[src/rtl/fft_frame_buffer.sv]
// fft_frame_buffer: gathers decimated 16-bit audio samples into 16-sample frames for an FFT,
// holding each launched frame until released and dropping/counting frames that arrive while busy.
module fft_frame_buffer #(
  parameter int DECIM = 1
) (
  input  logic        clk,
  input  logic        rst,
  input  logic [15:0] sample_in,
  input  logic        sample_valid,
  input  logic        fft_done,
  output logic [15:0] t0,
  output logic [15:0] t1,
  output logic [15:0] t2,
  output logic [15:0] t3,
  output logic [15:0] t4,
  output logic [15:0] t5,
  output logic [15:0] t6,
  output logic [15:0] t7,
  output logic [15:0] t8,
  output logic [15:0] t9,
  output logic [15:0] t10,
  output logic [15:0] t11,
  output logic [15:0] t12,
  output logic [15:0] t13,
  output logic [15:0] t14,
  output logic [15:0] t15,
  output logic        new_t,
  output logic        fft_busy,
  output logic        overrun,
  output logic [7:0]  drop_count
);
  typedef enum logic {IDLE, BUSY} state_t;
  localparam logic [7:0] RELOAD = 8'(DECIM - 1);
  state_t state, state_nxt;
  logic [15:0] fill [16];
  logic [15:0] hold [16];
  logic [3:0]  wp;
  logic [7:0]  dcnt;
  logic        accept, complete, launch, drop;
  assign accept = sample_valid && dcnt == 8'd0;
  assign complete = accept && wp == 4'd15;
  assign fft_busy = state == BUSY;
  // a release coinciding with a completed frame relaunches instead of dropping
  always_comb begin
    launch = complete && (state == IDLE || fft_done);
    drop = complete && state == BUSY && !fft_done;
    state_nxt = (launch || (state == BUSY && !fft_done)) ? BUSY : IDLE;
  end
  always_ff @(posedge clk or posedge rst)
    if (rst) state <= IDLE;
    else state <= state_nxt;
  always_ff @(posedge clk or posedge rst)
    if (rst) begin
      wp <= '0;
      dcnt <= '0;
      new_t <= 1'b0;
      overrun <= 1'b0;
      drop_count <= '0;
      for (int i = 0; i < 16; i++) begin
        fill[i] <= '0;
        hold[i] <= '0;
      end
    end else begin
      new_t <= launch;
      overrun <= drop;
      if (drop && drop_count != 8'hff) drop_count <= drop_count + 8'd1;
      if (sample_valid) dcnt <= accept ? RELOAD : dcnt - 8'd1;
      if (accept) begin
        fill[wp] <= sample_in;
        wp <= wp + 4'd1;
      end
      // the completing sample bypasses fill[15], which is only written on this same edge
      if (launch) begin
        for (int i = 0; i < 15; i++) hold[i] <= fill[i];
        hold[15] <= sample_in;
      end
    end
  assign {t15, t14, t13, t12, t11, t10, t9, t8, t7, t6, t5, t4, t3, t2, t1, t0} =
    {hold[15], hold[14], hold[13], hold[12], hold[11], hold[10], hold[9], hold[8],
     hold[7], hold[6], hold[5], hold[4], hold[3], hold[2], hold[1], hold[0]};
endmodule

[config.mk]
export PLATFORM = sky130hd
export DESIGN_NAME = fft_frame_buffer
export DESIGN_NICKNAME = d
export VERILOG_FILES = /design/src/rtl/fft_frame_buffer.sv
export SDC_FILE = /design/constraint.sdc
export NUM_CORES = 1
export LEC_CHECK = 0
export ABC_CLOCK_PERIOD_IN_PS = 21500
export CAP_MARGIN = 20
export CORE_UTILIZATION = 55
export CTS_CLUSTER_DIAMETER = 100
export CTS_CLUSTER_SIZE = 12
export DETAILED_ROUTE_END_ITERATION = 7
export DONT_BUFFER_PORTS = 1
export PLACE_DENSITY = 0.7
export SLEW_MARGIN = 40
export SYNTH_ARGS = -nofsm -noshare
export SYNTH_HDL_FRONTEND = slang
export SYNTH_SLANG_ARGS = --single-unit
[constraint.sdc]
create_clock -name clk -period 21.5 [get_ports clk]
set_input_delay 4.3 -clock clk [delete_from_list [all_inputs] [get_ports clk]]
set_output_delay 4.3 -clock clk [all_outputs]
set_load 0.1 [all_outputs]
==> results.cfg <==
[synth]
ys_seq_area_frac = 0.646
synthArstFlopShare = 1.00
syn_area_per_cell_um2 = 17.0
yosys.area.top_type_share = 0.646
synth_cells = 1186
synth-seq-cells = 519
yosys-top-cells-area = dfrtp_1 (65%), mux2_2 (23%), mux2_4 (4.6%)
syn_nets = 1212
synth_largest_area_cell = dfrtp_1
ys.flop_type = dfrtp_1
syn_area_um2 = 20100
yosysUniqueCellTypes = 43
synth_edf_count = 0
ys.warnings.count = 0

[flow_run]
maxCapViolations = 0

[worst_setup_path]
regToRegStartpoint = dcnt[0]
crit_cells = 6
crit_buf_inv = 2
crit_slowest_cell = buf_6
worstSetupEndpoint = t7[7]
rr_worst_depth = 8
critPathArrivalTime_ps = 6990
r2r-end = t7[7]
endpoint_kind = register
crit_type = in2reg
path_delay_family = buffers and inverters
crit_start = sample_valid
crit_chain = and4bb_2 > and2_1 > nor4bb_4 > buf_4 > buf_6 > mux2_2
crit_fanout = 77
worst-r2r-setup-slack_ps = 18020
cpPeakStageDelay_ps = 690
cp-start-kind = input pin
crit_required_ps = 21960

[sta]
max_slew_margin = 0.401
fin_crit_sh = 0.304
min_period_ps = 6530
grt_setup_unrepaired = no
fmax_mhz = 153
final-max-slew-violation-count = 0
fin_worst_skew_ps = 23.8
setup-tns-final_ps = 0
finalHoldViolCount = 0
worst_slew_pin_slew_ps = 898
setup_viol = 0

[cts]
cts_resized = 0
cts_buffers = 49
worstSkewPairLatency_ps = 580
tritoncts = built
cts_hold_buf = 0
cts_buffer_depth = 3
htreeDepth = 2
clkTransAtPathRegs_ps = 60
cts_setup_buffers = 0
cts_sinks = 519
cts_root_buffer = clkbuf_16

[layout]
num_antenna_cells = 0
area_growth_pct = 10.4
final_util = 0.621
nets = 1215
final_layout_size_suffix_gt1_frac = 0.658

[grt]
overflow = 0
grt_first_pass_wirelength_mm = 66.0
grt_pass1_vias = 10300
grt_max_degree = 102
antenna_found_initial = 1
grt_util_all_layers = 0.232

[power]
pwr-share-comb = 0.052
intPower_uw = 1500
ir_drop_mv = 0.0694
power_leakage_uw = 0.0109
netSwitchingFraction = 0.227
p_sw_uw = 442
p_seq_frac = 0.543
clkPwrFrac = 0.405
power_density_nw_per_um2 = 87.6

[place]
gp_congestion = 0.774
hpwlAfterDp_mm = 26.9
io_buffers = 0

[floorplanning]
fp.dieW_um = 193
io_pins = 287
coreArea_um2 = 35700
initial_core_util = 0.563
die-area_um2 = 37300
rows = 69
die_h_um = 193

[routing]
finalWirelength_mm = 42.0
first_pass_iters = 8
detail-route-antenna-nets = 0
viasPerCell = 5.78
drt_iter0_markers = 502
wl_per_cell_um = 24.9
drc = 22
vias = 9765

[min_path]
hp-start = fill[70]
hp-class = reg2reg

[run_status]
status = finished with violations
violations = DRC
## worst min path at each step
stage               slack (ps)  endpoint  depth (start not counted)
finish                     480    t11[6]                          1
global route               490    t11[6]                          1
CTS                        480    t11[6]                          1
detailed placement         470    t11[6]                          1
global placement           470   t10[12]                          1
floorplan                  460    t0[10]                          1
## cells by family (layout without fill, tap and decap cells)
group,count (synthesis),after routing,synth area share
compound gates,11,11,0.00330
simple gates,65,65,0.0248
xor+xnor,10,10,0.00436
buf+inv,76,118,0.0270
mux,499,499,0.291
fa+ha+maj,6,6,0.00373
flops,519,519,0.646
## layer usage
metal,up-vias,GRT usage,share of wire
met4,0,0.0661,0.019
met5,-,0,0
met3,56,0.0750,0.083
met1,5277,0.309,0.42
li1,4197,-,-
met2,235,0.367,0.48
## metrics by stage
stage	std cells	power [uW]	hold WS [ps]	setup WS [ps]	instance area, um2
2_1_floorplan	1186	1150	459	2700	20100
3_3_place_gp	1585	1160	465	14160	20300
3_5_place_dp	1598	1180	474	14360	20700
4_1_cts	1688	1970	482	14990	22100
5_1_grt	1689	2020	495	14830	22200
6_report	1689	1940	482	14970	22200
## registers in the layout, indices dropped and copies added (netlist names)
signal / cells
dcnt: 8
drop_count: 8
fft_busy: 1
fill: 240
new_t: 1
overrun: 1
t0: 16
t1: 16
t10: 16
t11: 16
t12: 16
t13: 16
t14: 16
t15: 16
t2: 16
t3: 16
t4: 16
t5: 16
t6: 16
t7: 16
t8: 16
t9: 16
wp: 4
## area by class of cell
type	count	area [um2]
timing repair buffer	21	262
inverter	7	33.8
clock buffer	88	1390
multi-input combinational	591	6600
clock inverter	2	27.5
tap	461	577
sequential	519	13300
fill	2592	13600
## power groups by stage
stage                     Sequential [uW]  Combinational, uW  Clock (uW)
final                                1060                101         787
after detailed placement             1070                102           0
after floorplan                      1060               95.3           0
after global placement               1070               96.1           0
after CTS                            1060                103         810
after global routing                 1060                114         846
## Yosys cell counts (2+ instances only)
library cell,number
xnor2_1,4
or4_1,2
nand3_1,3
nor4_1,2
clkbuf_1,23
a21oi_1,3
mux2_1,28
buf_6,28
nand2b_1,3
mux2_4,62
buf_2,16
dfrtp_1,519
nor2b_1,4
nor4b_1,2
inv_1,7
o21ai_0,3
or3_1,2
nand4_2,11
nand2_1,8
mux2_2,408
nand4_1,6
nor3_1,3
nor2_1,6
nor3b_1,4
xor2_1,6
ha_1,6
## worst reg2reg max path, delay by kind of cell, from the launching register on
kind | cells | cell delay (ps)
adder cells (fa/ha/maj) | 1 | 190
buffers and inverters | 3 | 1240
flip-flops | 1 | 380
multiplexers | 1 | 470
AND/OR/NAND/NOR | 3 | 1110
## layout by cell type (no fill, tap or decap), drive strengths merged, types with 2 or more instances in the layout
master / netlist / layout
a21oi: 3 / 3
buf: 46 / 19
clkbuf: 23 / 90
dfrtp: 519 / 519
ha: 6 / 6
inv: 7 / 8
mux2: 498 / 498
nand2: 8 / 8
nand2b: 3 / 3
nand3: 3 / 3
nand4: 17 / 17
nor2: 6 / 6
nor2b: 4 / 4
nor3: 4 / 4
nor3b: 4 / 4
nor4: 3 / 3
nor4b: 2 / 2
o21ai: 3 / 3
or3: 2 / 2
or4: 2 / 2
xnor2: 4 / 4
xor2: 6 / 6
Power figures use the tool's default switching activity.
==> patch 1, RTL diff (same flow settings) <==
Register the inputs `sample_in`, `sample_valid` and `fft_done` before use. The logic sees them one clock later.
--- a/src/rtl/fft_frame_buffer.sv
+++ b/src/rtl/fft_frame_buffer.sv
@@ -31,20 +31,31 @@
 );
   typedef enum logic {IDLE, BUSY} state_t;
   localparam logic [7:0] RELOAD = 8'(DECIM - 1);
+
+  logic [15:0] sample_q;
+  logic sample_valid_q;
+  logic fft_done_q;
+
+  always_ff @(posedge clk) begin
+    sample_q       <= sample_in;
+    sample_valid_q <= sample_valid;
+    fft_done_q     <= fft_done;
+  end
+
   state_t state, state_nxt;
   logic [15:0] fill [16];
   logic [15:0] hold [16];
   logic [3:0]  wp;
   logic [7:0]  dcnt;
   logic        accept, complete, launch, drop;
-  assign accept = sample_valid && dcnt == 8'd0;
+  assign accept = sample_valid_q && dcnt == 8'd0;
   assign complete = accept && wp == 4'd15;
   assign fft_busy = state == BUSY;
   // a release coinciding with a completed frame relaunches instead of dropping
   always_comb begin
-    launch = complete && (state == IDLE || fft_done);
-    drop = complete && state == BUSY && !fft_done;
-    state_nxt = (launch || (state == BUSY && !fft_done)) ? BUSY : IDLE;
+    launch = complete && (state == IDLE || fft_done_q);
+    drop = complete && state == BUSY && !fft_done_q;
+    state_nxt = (launch || (state == BUSY && !fft_done_q)) ? BUSY : IDLE;
   end
   always_ff @(posedge clk or posedge rst)
     if (rst) state <= IDLE;
@@ -64,15 +75,15 @@
       new_t <= launch;
       overrun <= drop;
       if (drop && drop_count != 8'hff) drop_count <= drop_count + 8'd1;
-      if (sample_valid) dcnt <= accept ? RELOAD : dcnt - 8'd1;
+      if (sample_valid_q) dcnt <= accept ? RELOAD : dcnt - 8'd1;
       if (accept) begin
-        fill[wp] <= sample_in;
+        fill[wp] <= sample_q;
         wp <= wp + 4'd1;
       end
       // the completing sample bypasses fill[15], which is only written on this same edge
       if (launch) begin
         for (int i = 0; i < 15; i++) hold[i] <= fill[i];
-        hold[15] <= sample_in;
+        hold[15] <= sample_q;
       end
     end
   assign {t15, t14, t13, t12, t11, t10, t9, t8, t7, t6, t5, t4, t3, t2, t1, t0} =
Function: no difference found for any inputs over 10 cycles, from zero or initial values and one cycle with rst high; that may be too few to reach the edited logic, so the function may still have changed.
==> patch 1 against the unedited design <==
Clock power grew 3.3%; sequential cell count grew 18; critical path depth shrank 6; maximum frequency grew 13%; utilization grew 0.095 points; hold slack gained 0.00076 ns; first-iteration DRC count shrank 18%; critical endpoint is now t10[8]; largest power group unchanged; setup slack gained 0.73 ns; total power grew 3.6%; design area grew 0.39%; area after synthesis grew 0.47%; sequential share of layout area grew 1.4 points; routed wire length is essentially flat; clock skew shrank 0.013 ns; highest routed layer unchanged.
==> patch 1: results (changes against the unedited design) <==
| Metric | Value |
|---|---|
| Synth top area cells | `dfrtp_1 (64%), mux2_2 (27%), dfxtp_1 (1.8%), buf_6 (1.5%), mux2_1 (1.1%)` |
| Dpl ws | `15.08 ns (+0.719 ns)` |
| Max reg flops | `240 (unchanged)` |
| Clk Latency, worst-skew pair | `approximately 0.57 ns` |
| Post-DP HPWL | `26.2 mm (-2.5%)` |
| Leakage | `0.0110 uW (+1.2%)` |
| Pin count of the biggest net entering global routing | `136 (+33%)` |
| Worst-Margin Slew | `0.897 ns (-0.000883 ns)` |
| Setup slack, reg-to-reg | `17.93 ns (-0.09 ns)` |
| First-pass GRT wire length | `65.5 mm (-0.68%)` |
| Final estimated routing congestion in global placement | `0.769 (-0.66%)` |
| Status | `finished clean` |
| Share of layout cells above drive strength 1 | `0.664 (+0.00627)` |
| Nets | `1229 (+1.2%)` |
| Worst-case clock skew | `0.0111 ns (-0.0127 ns)` |
| TritonCTS buffer count | `50 (+2.0%)` |
| Drt pass-1 iters | `4 (-4)` |
| Asr flop ratio synth | `0.966 (-0.0335)` |
| Vias in the first global route | `10400 (+0.92%)` |
| Synthesis-to-layout area growth | `10.3% (about the same)` |
| WP data arrival | `1.50 ns (-5.49 ns)` |
| GRT Total Usage | `0.231 (-0.00119)` |
| Post-synthesis sequential area ratio | `0.661 (+0.0148)` |
| Fmax | `172 MHz (+13%)` |
| Drt initial violations | `414 (-18%)` |
| Vias per Instance | `5.74 (-0.80%)` |
| Crit Path Max Fanout | `2 (-97%)` |
| Post-synth cell types | `45 (+4.7%)` |
| Peak supply drop | `0.0000603 V (-13%)` |
patch 1: cell count changes after synthesis, sizes merged, moves of 2 or more:
cell	change
dfxtp	+18
nand4	-14
nand3	+10
clkbuf	-6
and2	+3
and3	+3
buf	+3
nor3	-3
and4	+2
nand3b	+2
nor2	+2
nor2b	-2
nor3b	-2
o21ai	+2
patch 1: cell families after synthesis:
logic type / count (synthesis) / synth area share
AO/OA/AOI/OAI: 11 / 0.00303
AND/OR/NAND/NOR: 65 / 0.0241
flip-flops: 537 / 0.661
buffers and inverters: 74 / 0.0261
adder cells (fa/ha/maj): 6 / 0.00372
multiplexers: 499 / 0.278
XOR/XNOR: 10 / 0.00433
patch 1: area by class of cell:
cell class,instances,area (sq um)
Sequential cell,537,13700
Multi-Input combinational cell,591,6330
Clock buffer,90,1470
Inverter,8,42.5
Fill cell,2642,13500
Clock inverter,1,5.00
Timing Repair Buffer,15,189
Tap cell,461,577
patch 1: path summary, 6_finish.rpt:
path / cells after the start / end / from
worst min register to register: 1 / t4[3] / fill[179]
max in group asynchronous: 4 / drop_count[0] / rst
min in group asynchronous: 1 / fill[22] / rst
worst min-delay path: 1 / t4[3] / fill[179]
worst max register to register: 8 / t2[5] / dcnt[0]
worst max-delay path: 0 / t10[8] / t10[8]
patch 1: stage by stage:
stage	hold WS (ns)	utilization	cells	power, uW	instance area, sq um
2_1_floorplan	0.452	-	1202	1190	20200
3_3_place_gp	0.462	0.568	1605	1210	20400
3_5_place_dp	0.467	0.578	1612	1220	20700
4_1_cts	0.486	0.619	1703	2040	22200
5_1_grt	0.503	0.622	1703	2100	22300
6_report	0.483	0.622	1703	2010	22300
patch 1: worst reg2reg max path, cell delays in order (launching register included):
cell and delay (ns):
dfrtp_1 0.33, inv_1 0.06, ha_1 0.24, and4bb_2 0.26, and2_1 0.37, nand4_4 0.39, buf_4 0.62, buf_6 0.70
mux2_2 0.49
patch 1: where the power goes:
group	internal (uW)	switching, uW
clock network	457	356
logic	47.0	52.3
registers	1060	41.0
total	1560	450
patch 1: metal layers:
layer / GRT usage / part of all wire / vias up
li1: - / - / 4232
met2: 0.358 / 0.46 / 254
met1: 0.306 / 0.43 / 5224
met3: 0.0868 / 0.092 / 57
met4: 0.0664 / 0.019 / 0
met5: 0 / 0 / -
==> patch 2, RTL diff (same settings) <==
Without the edit above. Register the output `t15`, with the module's reset; this adds one clock of latency there. The other outputs are not delayed to match.
--- a/src/rtl/fft_frame_buffer.sv
+++ b/src/rtl/fft_frame_buffer.sv
@@ -31,6 +31,8 @@
 );
   typedef enum logic {IDLE, BUSY} state_t;
   localparam logic [7:0] RELOAD = 8'(DECIM - 1);
+
+  logic [15:0] t15_d;
   state_t state, state_nxt;
   logic [15:0] fill [16];
   logic [15:0] hold [16];
@@ -75,8 +77,16 @@
         hold[15] <= sample_in;
       end
     end
-  assign {t15, t14, t13, t12, t11, t10, t9, t8, t7, t6, t5, t4, t3, t2, t1, t0} =
+  assign {t15_d, t14, t13, t12, t11, t10, t9, t8, t7, t6, t5, t4, t3, t2, t1, t0} =
     {hold[15], hold[14], hold[13], hold[12], hold[11], hold[10], hold[9], hold[8],
      hold[7], hold[6], hold[5], hold[4], hold[3], hold[2], hold[1], hold[0]};
+  always_ff @(posedge clk or posedge rst) begin
+    if (rst) begin
+      t15 <= '0;
+    end else begin
+      t15 <= t15_d;
+    end
+  end
+
 endmodule
 
Behaviour: same outputs for any inputs over 10 cycles, from zero or initial values and one cycle with rst high; that may be too few to reach the edited logic, so the function may still have changed.
==> patch 2 against the unedited design <==
Sequential share of layout area increased by 1.2 points; design area increased by 0.73%; utilization increased by 0.15 points; global-route usage decreased by 0.79 points; sequential cell count increased by 16; first-iteration DRC count decreased by 25%; routed wire length decreased by 3.4%; total power increased by 6.8%; setup slack improved by 0.020 ns; maximum frequency increased by 0.30%; non-clock buffer count decreased by 4; largest cell class unchanged; clock power increased by 2%; area after synthesis increased by 0.89%.
==> patch 2: results (changes against the unedited design) <==
| Metric | Value |
|---|---|
| TritonCTS buffer count | `50 (+2.0%)` |
| Crit Path Max Fanout | `81 (+5.2%)` |
| Status | `finished clean` |
| Routed WL | `40.6 mm (-3.4%)` |
| WL/cell | `23.8 um (-4.3%)` |
| GRT Total Usage | `0.224 (-0.00794)` |
| Post-Synth XOR/XNOR Area | `0.00432 (-0.0000384)` |
| Synth Instances | `1207 (+1.8%)` |
| CP max stage cell | `clkbuf_8` |
| Adder-Cell Fraction of Synth Area | `0.00370 (-0.0000329)` |
| Max-slew headroom | `0.398 (-0.00310)` |
| Mux contribution to synthesized area | `0.278 (-0.0129)` |
| Drt pass-1 iters | `4 (-4)` |
| First-pass GRT wire length | `64.3 mm (-2.6%)` |
| Post-synthesis sequential area ratio | `0.660 (+0.0140)` |
| Leakage | `0.0113 uW (+4.1%)` |
| Share of layout cells above drive strength 1 | `0.457 (-0.201)` |
| Worst-case clock skew | `0.0175 ns (-0.00635 ns)` |
| Synth top area cells | `dfrtp_1 (66%), mux2_2 (14%), mux2_1 (14%), buf_6 (1.6%), buf_2 (0.42%)` |
| Pin count of the biggest net entering global routing | `121 (+19%)` |
| Vias per Instance | `5.74 (-0.76%)` |
| WP data arrival | `6.96 ns (-0.03 ns)` |
| Post-DP HPWL | `26.1 mm (-3.2%)` |
| Final estimated routing congestion in global placement | `0.735 (-5.0%)` |
| Synth Area in Compound Gates | `0.00259 (-0.000708)` |
| Placed Instances | `1607 (+0.56%)` |
| Peak supply drop | `0.0000597 V (-14%)` |
| Post-synth top cells | `dfrtp_1 (535), mux2_2 (252), mux2_1 (248)` |
| Crit path largest cell delay | `0.57 ns (-0.12 ns)` |
| Drt initial violations | `379 (-25%)` |
| Vias in the first global route | `10500 (+1.8%)` |
patch 2: cell count changes after synthesis, sizes merged, moves of 4 or more:
cell   delta
dfrtp    +16
nand4    -10
buf       +4
nand3     +4
patch 2: worst paths after layout:
kind,from,end,slack [ns],depth (start not counted)
worst max-delay path,sample_valid,t12[8],14.99,7
worst min-delay path,t15_d[9],t15[9],0.37,0
worst max register to register,dcnt[2],t12[8],17.87,7
worst min register to register,t15_d[9],t15[9],0.37,0
max in group asynchronous,rst,t8[15],15.35,4
min in group asynchronous,rst,t10[3],3.61,1
patch 2: per-layer routing:
layer	global-route usage	wire (um)
met1	0.281	16700
met2	0.377	20300
met3	0.0710	2980
met4	0.0588	697
met5	0	0
patch 2: where the power goes:
part / internal, uW / switching (uW) / total [uW]
clock: 445 / 357 / 802
sequential: 1080 / 55.9 / 1140
combinational: 69.4 / 63.7 / 133
patch 2: per-stage QoR:
step	area, sq um	utilization	setup slack, ns	power, uW	hold WS [ns]
after global placement	20400	0.569	13.79	1280	0.356
after CTS	22200	0.618	15.11	2100	0.370
after detailed placement	20700	0.577	14.49	1290	0.357
after floorplan	20300	-	2.25	1260	0.350
final	22400	0.622	14.99	2080	0.369
after global routing	22400	0.622	14.79	2160	0.388
patch 2: area by class of cell:
| class | count | area [sq um] |
|---|---|---|
| fill | 2655 | 13600 |
| multi-input combinational | 594 | 6360 |
| tap | 461 | 577 |
| clock buffer | 89 | 1420 |
| timing repair buffer | 17 | 244 |
| inverter | 7 | 38.8 |
| clock inverter | 3 | 40.0 |
| sequential | 535 | 13700 |
